==> config.mk <==
export PLATFORM = sky130hd
export DESIGN_NAME = token_access_arbiter
export DESIGN_NICKNAME = d
export VERILOG_FILES = /design/src/rtl/token_access_arbiter.sv
export SDC_FILE = /design/constraint.sdc
export NUM_CORES = 1
export LEC_CHECK = 0
export ABC_AREA = 0
export CAP_MARGIN = 20
export CORE_MARGIN = 10
export CORE_UTILIZATION = 30
export DETAILED_ROUTE_END_ITERATION = 10
export GPL_ROUTABILITY_DRIVEN = 0
export HOLD_SLACK_MARGIN = 0.15
export MAX_ROUTING_LAYER = met4
export PLACE_DENSITY = 0.61
export SLEW_MARGIN = 30
export SYNTH_ARGS = -nofsm -noshare
export SYNTH_HDL_FRONTEND = slang
export SYNTH_SLANG_ARGS = --single-unit
==> constraint.sdc <==
create_clock -name clock -period 6.35 [get_ports clock]
set_clock_uncertainty 0.05 [all_clocks]
set_input_delay 1.27 -clock clock [delete_from_list [all_inputs] [get_ports clock]]
set_output_delay 1.27 -clock clock [all_outputs]
set_load 0.02 [all_outputs]
==> src/rtl/token_access_arbiter.sv <==
// Round-robin arbiter for the token-authenticated P/Q time-data register path.
// Optional audit outputs (last_user, write_count) when TOKEN_ACCESS_ARBITER_AUDIT_EN is defined.
module token_access_arbiter #(
    parameter int NUM_USERS   = 4,
    parameter int TOKEN_W     = 3,
    parameter int DATA_W      = 8,
    parameter int MAX_FAIL    = 3,
    parameter int LOCK_CYCLES = 16,
    parameter int TIMEOUT     = 8
) (
    input  logic                           clock,
    input  logic                           reset,
    input  logic [TOKEN_W-1:0]             system_token,
    input  logic [NUM_USERS-1:0]           request,
    input  logic [NUM_USERS-1:0]           confirm,
    input  logic [NUM_USERS*TOKEN_W-1:0]   user_token,
    input  logic [NUM_USERS*DATA_W-1:0]    time_data,
    output logic [NUM_USERS-1:0]           grant,
    output logic                           busy,
    output logic                           auth_fail,
    output logic [NUM_USERS-1:0]           locked,
    output logic [DATA_W-1:0]              data_P,
    output logic [DATA_W-1:0]              data_Q
`ifdef TOKEN_ACCESS_ARBITER_AUDIT_EN
    ,
    output logic [$clog2(NUM_USERS)-1:0]   last_user,
    output logic [15:0]                    write_count
`endif
);

    localparam int PTR_W  = $clog2(NUM_USERS);
    localparam int TMO_W  = $clog2(TIMEOUT + 1);
    localparam int FAIL_W = $clog2(MAX_FAIL + 1);
    localparam int LOCK_W = $clog2(LOCK_CYCLES + 1);

    typedef enum logic [1:0] {
        ST_IDLE = 2'b00,
        ST_AUTH = 2'b01,
        ST_DATA = 2'b10
    } state_t;

    state_t               state_q, state_d;
    logic [NUM_USERS-1:0] grant_q, grant_d;
    logic [PTR_W-1:0]     owner_q, owner_d;
    logic [PTR_W-1:0]     rr_ptr_q, rr_ptr_d;
    logic [TMO_W-1:0]     tmo_q, tmo_d;
    logic                 auth_fail_q, auth_fail_d;
    logic [DATA_W-1:0]    data_p_q, data_p_d;
    logic [DATA_W-1:0]    data_q_q, data_q_d;

    logic [NUM_USERS-1:0] lock_vec;
    logic [NUM_USERS-1:0] eligible;
    logic [PTR_W-1:0]     cand;
    logic [PTR_W-1:0]     cand_k;
    logic                 found;
    logic [PTR_W-1:0]     next_ptr;
    logic                 req_g;
    logic                 conf_g;
    logic                 tok_ok;
    logic [DATA_W-1:0]    data_g;
    logic                 rel_grant;
    logic                 pass_evt;
    logic                 fail_evt;
    logic                 write_evt;

    assign eligible = request & ~lock_vec;
    assign req_g    = request[owner_q];
    assign conf_g   = confirm[owner_q];
    assign tok_ok   = (user_token[int'(owner_q)*TOKEN_W +: TOKEN_W] == system_token);
    assign data_g   = time_data[int'(owner_q)*DATA_W +: DATA_W];
    assign next_ptr = (owner_q == PTR_W'(NUM_USERS - 1)) ? '0 : owner_q + PTR_W'(1);

    // Rotating priority search starting at rr_ptr
    always_comb begin
        found  = 1'b0;
        cand   = '0;
        cand_k = '0;
        for (int k = 0; k < NUM_USERS; k++) begin
            cand_k = PTR_W'((int'(rr_ptr_q) + k) % NUM_USERS);
            if (!found && eligible[cand_k]) begin
                found = 1'b1;
                cand  = cand_k;
            end
        end
    end

    // Per-user fail counter and lockout timer
    generate
        for (genvar gi = 0; gi < NUM_USERS; gi++) begin : g_user
            logic [FAIL_W-1:0] fail_cnt_q, fail_cnt_d;
            logic [LOCK_W-1:0] lock_timer_q, lock_timer_d;
            logic              is_owner;
            logic              lock_set;

            assign is_owner     = (owner_q == PTR_W'(gi));
            assign lock_vec[gi] = (lock_timer_q != '0);

            always_comb begin
                fail_cnt_d   = fail_cnt_q;
                lock_set     = 1'b0;
                lock_timer_d = lock_timer_q;
                if (is_owner && pass_evt) begin
                    fail_cnt_d = '0;
                end else if (is_owner && fail_evt) begin
                    if (fail_cnt_q == FAIL_W'(MAX_FAIL - 1)) begin
                        fail_cnt_d = '0;
                        lock_set   = 1'b1;
                    end else begin
                        fail_cnt_d = fail_cnt_q + FAIL_W'(1);
                    end
                end
                if (lock_set) begin
                    lock_timer_d = LOCK_W'(LOCK_CYCLES);
                end else if (lock_timer_q != '0) begin
                    lock_timer_d = lock_timer_q - LOCK_W'(1);
                end
            end

            always_ff @(posedge clock) begin
                if (reset) begin
                    fail_cnt_q   <= '0;
                    lock_timer_q <= '0;
                end else begin
                    fail_cnt_q   <= fail_cnt_d;
                    lock_timer_q <= lock_timer_d;
                end
            end
        end
    endgenerate

    // State and datapath registers
    always_ff @(posedge clock) begin
        if (reset) begin
            state_q     <= ST_IDLE;
            grant_q     <= '0;
            owner_q     <= '0;
            rr_ptr_q    <= '0;
            tmo_q       <= '0;
            auth_fail_q <= 1'b0;
            data_p_q    <= '0;
            data_q_q    <= '0;
        end else begin
            state_q     <= state_d;
            grant_q     <= grant_d;
            owner_q     <= owner_d;
            rr_ptr_q    <= rr_ptr_d;
            tmo_q       <= tmo_d;
            auth_fail_q <= auth_fail_d;
            data_p_q    <= data_p_d;
            data_q_q    <= data_q_d;
        end
    end

    // Next-state logic
    always_comb begin
        state_d     = state_q;
        grant_d     = grant_q;
        owner_d     = owner_q;
        rr_ptr_d    = rr_ptr_q;
        tmo_d       = tmo_q;
        auth_fail_d = 1'b0;
        data_p_d    = data_p_q;
        data_q_d    = data_q_q;
        rel_grant   = 1'b0;
        pass_evt    = 1'b0;
        fail_evt    = 1'b0;
        write_evt   = 1'b0;

        case (state_q)
            ST_IDLE: begin
                grant_d = '0;
                if (found) begin
                    owner_d = cand;
                    grant_d = NUM_USERS'(1) << cand;
                    state_d = ST_AUTH;
                    tmo_d   = '0;
                end
            end
            ST_AUTH: begin
                if (!req_g) begin
                    rel_grant = 1'b1;
                end else if (conf_g) begin
                    if (tok_ok) begin
                        state_d  = ST_DATA;
                        tmo_d    = '0;
                        pass_evt = 1'b1;
                    end else begin
                        auth_fail_d = 1'b1;
                        fail_evt    = 1'b1;
                        rel_grant   = 1'b1;
                    end
                end else if (tmo_q == TMO_W'(TIMEOUT - 1)) begin
                    rel_grant = 1'b1;
                end else begin
                    tmo_d = tmo_q + TMO_W'(1);
                end
            end
            ST_DATA: begin
                if (!req_g) begin
                    rel_grant = 1'b1;
                end else if (conf_g) begin
                    data_q_d  = data_p_q;
                    data_p_d  = data_g;
                    write_evt = 1'b1;
                    rel_grant = 1'b1;
                end else if (tmo_q == TMO_W'(TIMEOUT - 1)) begin
                    rel_grant = 1'b1;
                end else begin
                    tmo_d = tmo_q + TMO_W'(1);
                end
            end
            default: begin
                state_d = ST_IDLE;
                grant_d = '0;
                tmo_d   = '0;
            end
        endcase

        if (rel_grant) begin
            grant_d  = '0;
            state_d  = ST_IDLE;
            tmo_d    = '0;
            rr_ptr_d = next_ptr;
        end
    end

    // Outputs
    always_comb begin
        grant     = grant_q;
        busy      = (state_q != ST_IDLE);
        auth_fail = auth_fail_q;
        locked    = lock_vec;
        data_P    = data_p_q;
        data_Q    = data_q_q;
    end

`ifdef TOKEN_ACCESS_ARBITER_AUDIT_EN
    logic [PTR_W-1:0] last_user_q, last_user_d;
    logic [15:0]      write_count_q, write_count_d;

    always_comb begin
        last_user_d   = last_user_q;
        write_count_d = write_count_q;
        if (write_evt) begin
            last_user_d   = owner_q;
            write_count_d = write_count_q + 16'd1;
        end
    end

    always_ff @(posedge clock) begin
        if (reset) begin
            last_user_q   <= '0;
            write_count_q <= '0;
        end else begin
            last_user_q   <= last_user_d;
            write_count_q <= write_count_d;
        end
    end

    assign last_user   = last_user_q;
    assign write_count = write_count_q;
`endif

endmodule
==> flow_metrics.env <==
export IMPL_synth_seq_area_share_pct=35.21
export IMPL_worst_pin_slew_ns=0.8879
export IMPL_rows=38
export IMPL_finalInstanceArea_mm2=0.004517
export IMPL_cts_resized=0
export IMPL_cts_root_buf="clkbuf_8"
export IMPL_wl_mm=9.148
export IMPL_initial_utilization_pct=30.81
export IMPL_drive_gt1_share_pct=10.24
export IMPL_first_pass_iters=4
export IMPL_pwr_share_clk_pct=18.7
export IMPL_synth_compound_gate_area_share_pct=14.70
export IMPL_worstPathMaxFanout=7
export IMPL_io_pin_count=83
export IMPL_slowest_delay_ns=0.56
export IMPL_synthMuxAreaShare_pct=14.02
export IMPL_period_share_pct=54.70
export IMPL_antenna_cells=0
export IMPL_yosysWarnings=0
export IMPL_min_path_type="flop to flop"
export IMPL_overflow=0
export IMPL_synth_seq_cells=59
export IMPL_grt_max_degree=39
export IMPL_clkSinkCount=59
export IMPL_cp_arrival_ns=2.15
export IMPL_wl_per_cell_um=15.27
export IMPL_postCtsSetupRepairBufs=0
export IMPL_drc=0
export IMPL_slew_viol_final=0
export IMPL_htreeDepth=3
export IMPL_synth_top_family_by_area="simple AND/OR/NAND/NOR gates"
export IMPL_synth_adder_area_share_pct=5.968
export IMPL_die_h_um=125.7
export IMPL_yosys_area_share_simple_pct=21.71
export IMPL_crit_slowest_cell="clkdlybuf4s50_1"
export IMPL_hpwl_mm=7.073
export IMPL_switchingPower_mw=0.7372
export IMPL_synth_ff_type="dfxtp_1"
export IMPL_fin_crit_ns=3.473
export IMPL_p_sw_share_pct=40.57
export IMPL_powerDensity_mw_per_mm2=402.3
export IMPL_leakage_nw=1.738
export IMPL_via_per_inst=5.055
export IMPL_finalNetCount=528
export IMPL_setup_violations=0
export IMPL_cts_tree="built"
export IMPL_worstPathRequired_ns=5.03
export IMPL_vias=3028
export IMPL_crit_top_cell="inv_1"
export IMPL_numPlacedInstances=584
export IMPL_cts_buffer_depth=2
export IMPL_synth_most_common_cell="dfxtp_1"
export IMPL_slew_headroom_pct=40.66
export IMPL_synthCells=372
export IMPL_netlist_area_mm2=0.003354
export IMPL_peakVddDrop_mv=0.1964
export IMPL_p_int_mw=1.080
export IMPL_synth_edf_count=0
export IMPL_grt_pass1_wl_mm=14.71
export IMPL_drt_initial_drc_count=190
export IMPL_end_kind="primary output"
export IMPL_syn_mean_instance_area_um2=9.017
export IMPL_status="finished, final reports clean"
export IMPL_cp_start_kind="flop"
export IMPL_maxClockFrequency_mhz=287.9
export IMPL_yosysUniqueCellTypes=50
export IMPL_tns_ns=0
export IMPL_rsz0062_at_grt="false"
export IMPL_io_buffers=82
export IMPL_grt_use_total_pct=11.48
export IMPL_stdcell_count=599
export IMPL_hold_viol=0
export IMPL_fin_util_pct=41.48
export IMPL_synth_top_cells_by_area="dfxtp_1 35%, mux4_2 8.1%, ha_1 6.0%"
export IMPL_ant_nets=0
export IMPL_clkLatencyLatePin_ns=0.33
export IMPL_dieArea_mm2=0.01581
export IMPL_synth_nets=445
export IMPL_synth_async_reset_ratio_pct=0
export IMPL_path_cells="inv_1 -> ha_1 -> nor4b_4 -> inv_1 -> clkdlybuf4s50_1"
export IMPL_synth_commonest_cells="59 x dfxtp_1, 44 x nor2_1, 37 x nand2_1"
export IMPL_core_area_mm2=0.01089
export IMPL_die_x_um=125.7
export IMPL_cts_hold_buffers=0
export IMPL_area_growth_pct=34.65
export IMPL_hold_slack_ns=0.4211
export IMPL_placed_cell_area_mm2=0.004324
export IMPL_yosysTopAreaCell="dfxtp_1"
export IMPL_path_clk_slew_ns=0.07
export IMPL_grt_antenna_before_repair=0
export IMPL_numCtsBuffers=9
export IMPL_p_comb_share_pct=51.0
export IMPL_synthXorXnorAreaFrac_pct=4.178
export IMPL_synth_top_area_share_pct=35.21
export IMPL_path_class="flop to primary output"
export IMPL_pwr_share_seq_pct=30.3
export IMPL_max_cap_violations=0
export IMPL_grt_pass1_vias=2935
-- metrics by stage --
stage / worst slack (ns) / power (mW)
after floorplan: 3.515 / 1.216
after detailed placement: 2.624 / 1.491
final: 2.877 / 1.817
after global routing: 2.704 / 1.967
after CTS: 2.820 / 1.837
after global placement: 2.718 / 1.468
-- sequential cells by signal, summed over array words and instances, names as in the netlist --
name                 flops
grant                    4
data_P                   8
data_Q                   8
owner_q                  2
state_q                  2
g_user.fail_cnt_q        8
g_user.lock_timer_q     20
auth_fail                1
rr_ptr_q                 2
tmo_q                    4
-- worst paths after layout --
path	start	to	slack, ns	depth (start not counted)
hold / removal	g_user[0].fail_cnt_q[1]$_SDFFE_PP0P_	g_user[0].fail_cnt_q[1]$_SDFFE_PP0P_	0.42	2
setup / recovery	g_user[3].lock_timer_q[0]$_SDFFE_PP0P_	locked[3]	2.88	5
hold reg to reg	g_user[0].fail_cnt_q[1]$_SDFFE_PP0P_	g_user[0].fail_cnt_q[1]$_SDFFE_PP0P_	0.42	2
setup reg to reg	g_user[3].lock_timer_q[0]$_SDFFE_PP0P_	grant[1]$_SDFFE_PP0N_	3.78	8
-- layer usage --
metal  track usage [%]  vias up  part of all wire, %
met5                 -        -                    0
met4             2.813        0                  1.2
met3             3.859       10                  7.1
met2             16.54      109                   43
met1             15.09     1413                   49
li1                  -     1496                    -
-- power by group through the flow --
stage / sequential [mW] / clock [mW] / combinational [mW]
6_report: 0.551 / 0.339 / 0.927
3_5_place_dp: 0.560 / 0 / 0.931
3_3_place_gp: 0.552 / 0 / 0.916
5_1_grt: 0.565 / 0.363 / 1.04
2_1_floorplan: 0.525 / 0 / 0.691
4_1_cts: 0.553 / 0.346 / 0.939
-- cells in the final DEF, fill, tap and decap left out, types with 2 or more instances in the layout --
| cell type | instances |
|---|---|
| o211ai_1 | 3 |
| or4_1 | 2 |
| clkdlybuf4s50_1 | 82 |
| o211a_1 | 2 |
| o21a_1 | 2 |
| xnor2_1 | 16 |
| buf_4 | 4 |
| o2111a_1 | 2 |
| o2111ai_1 | 2 |
| mux2i_1 | 20 |
| a31oi_1 | 2 |
| nand3_1 | 13 |
| nor3_1 | 18 |
| nand2b_1 | 4 |
| mux4_2 | 12 |
| ha_1 | 16 |
| nand3b_1 | 7 |
| a31o_2 | 4 |
| clkinv_2 | 3 |
| o21ai_1 | 2 |
| or4b_1 | 2 |
| nor4b_4 | 3 |
| clkbuf_8 | 10 |
| nor2_1 | 44 |
| and3_1 | 3 |
| inv_1 | 21 |
| a21oi_1 | 33 |
| dfxtp_1 | 58 |
| a221oi_1 | 2 |
| nand2_1 | 37 |
| o21ai_0 | 7 |
-- cell families after synthesis --
logic type	Yosys count
xor+xnor	16
buf+inv	35
fa+ha+maj	16
flops	59
simple gates	142
compound gates	72
mux	32
-- layout make-up --
class | count | area, µm²
Fill cell | 1091 | 6371
Multi-Input combinational cell | 278 | 2038
Sequential cell | 59 | 1182
Tap cell | 140 | 175.2
Inverter | 21 | 78.83
Timing Repair Buffer | 86 | 850.8
Clock inverter | 5 | 53.80
Clock buffer | 10 | 137.6
-- critical path, delay by kind of cell (launching register included) --
family / cells / cell delay (ns)
buf+inv: 3 / 0.75
flops: 1 / 0.32
fa+ha+maj: 1 / 0.21
simple gates: 1 / 0.54
(Power assumes the default switching activity.)
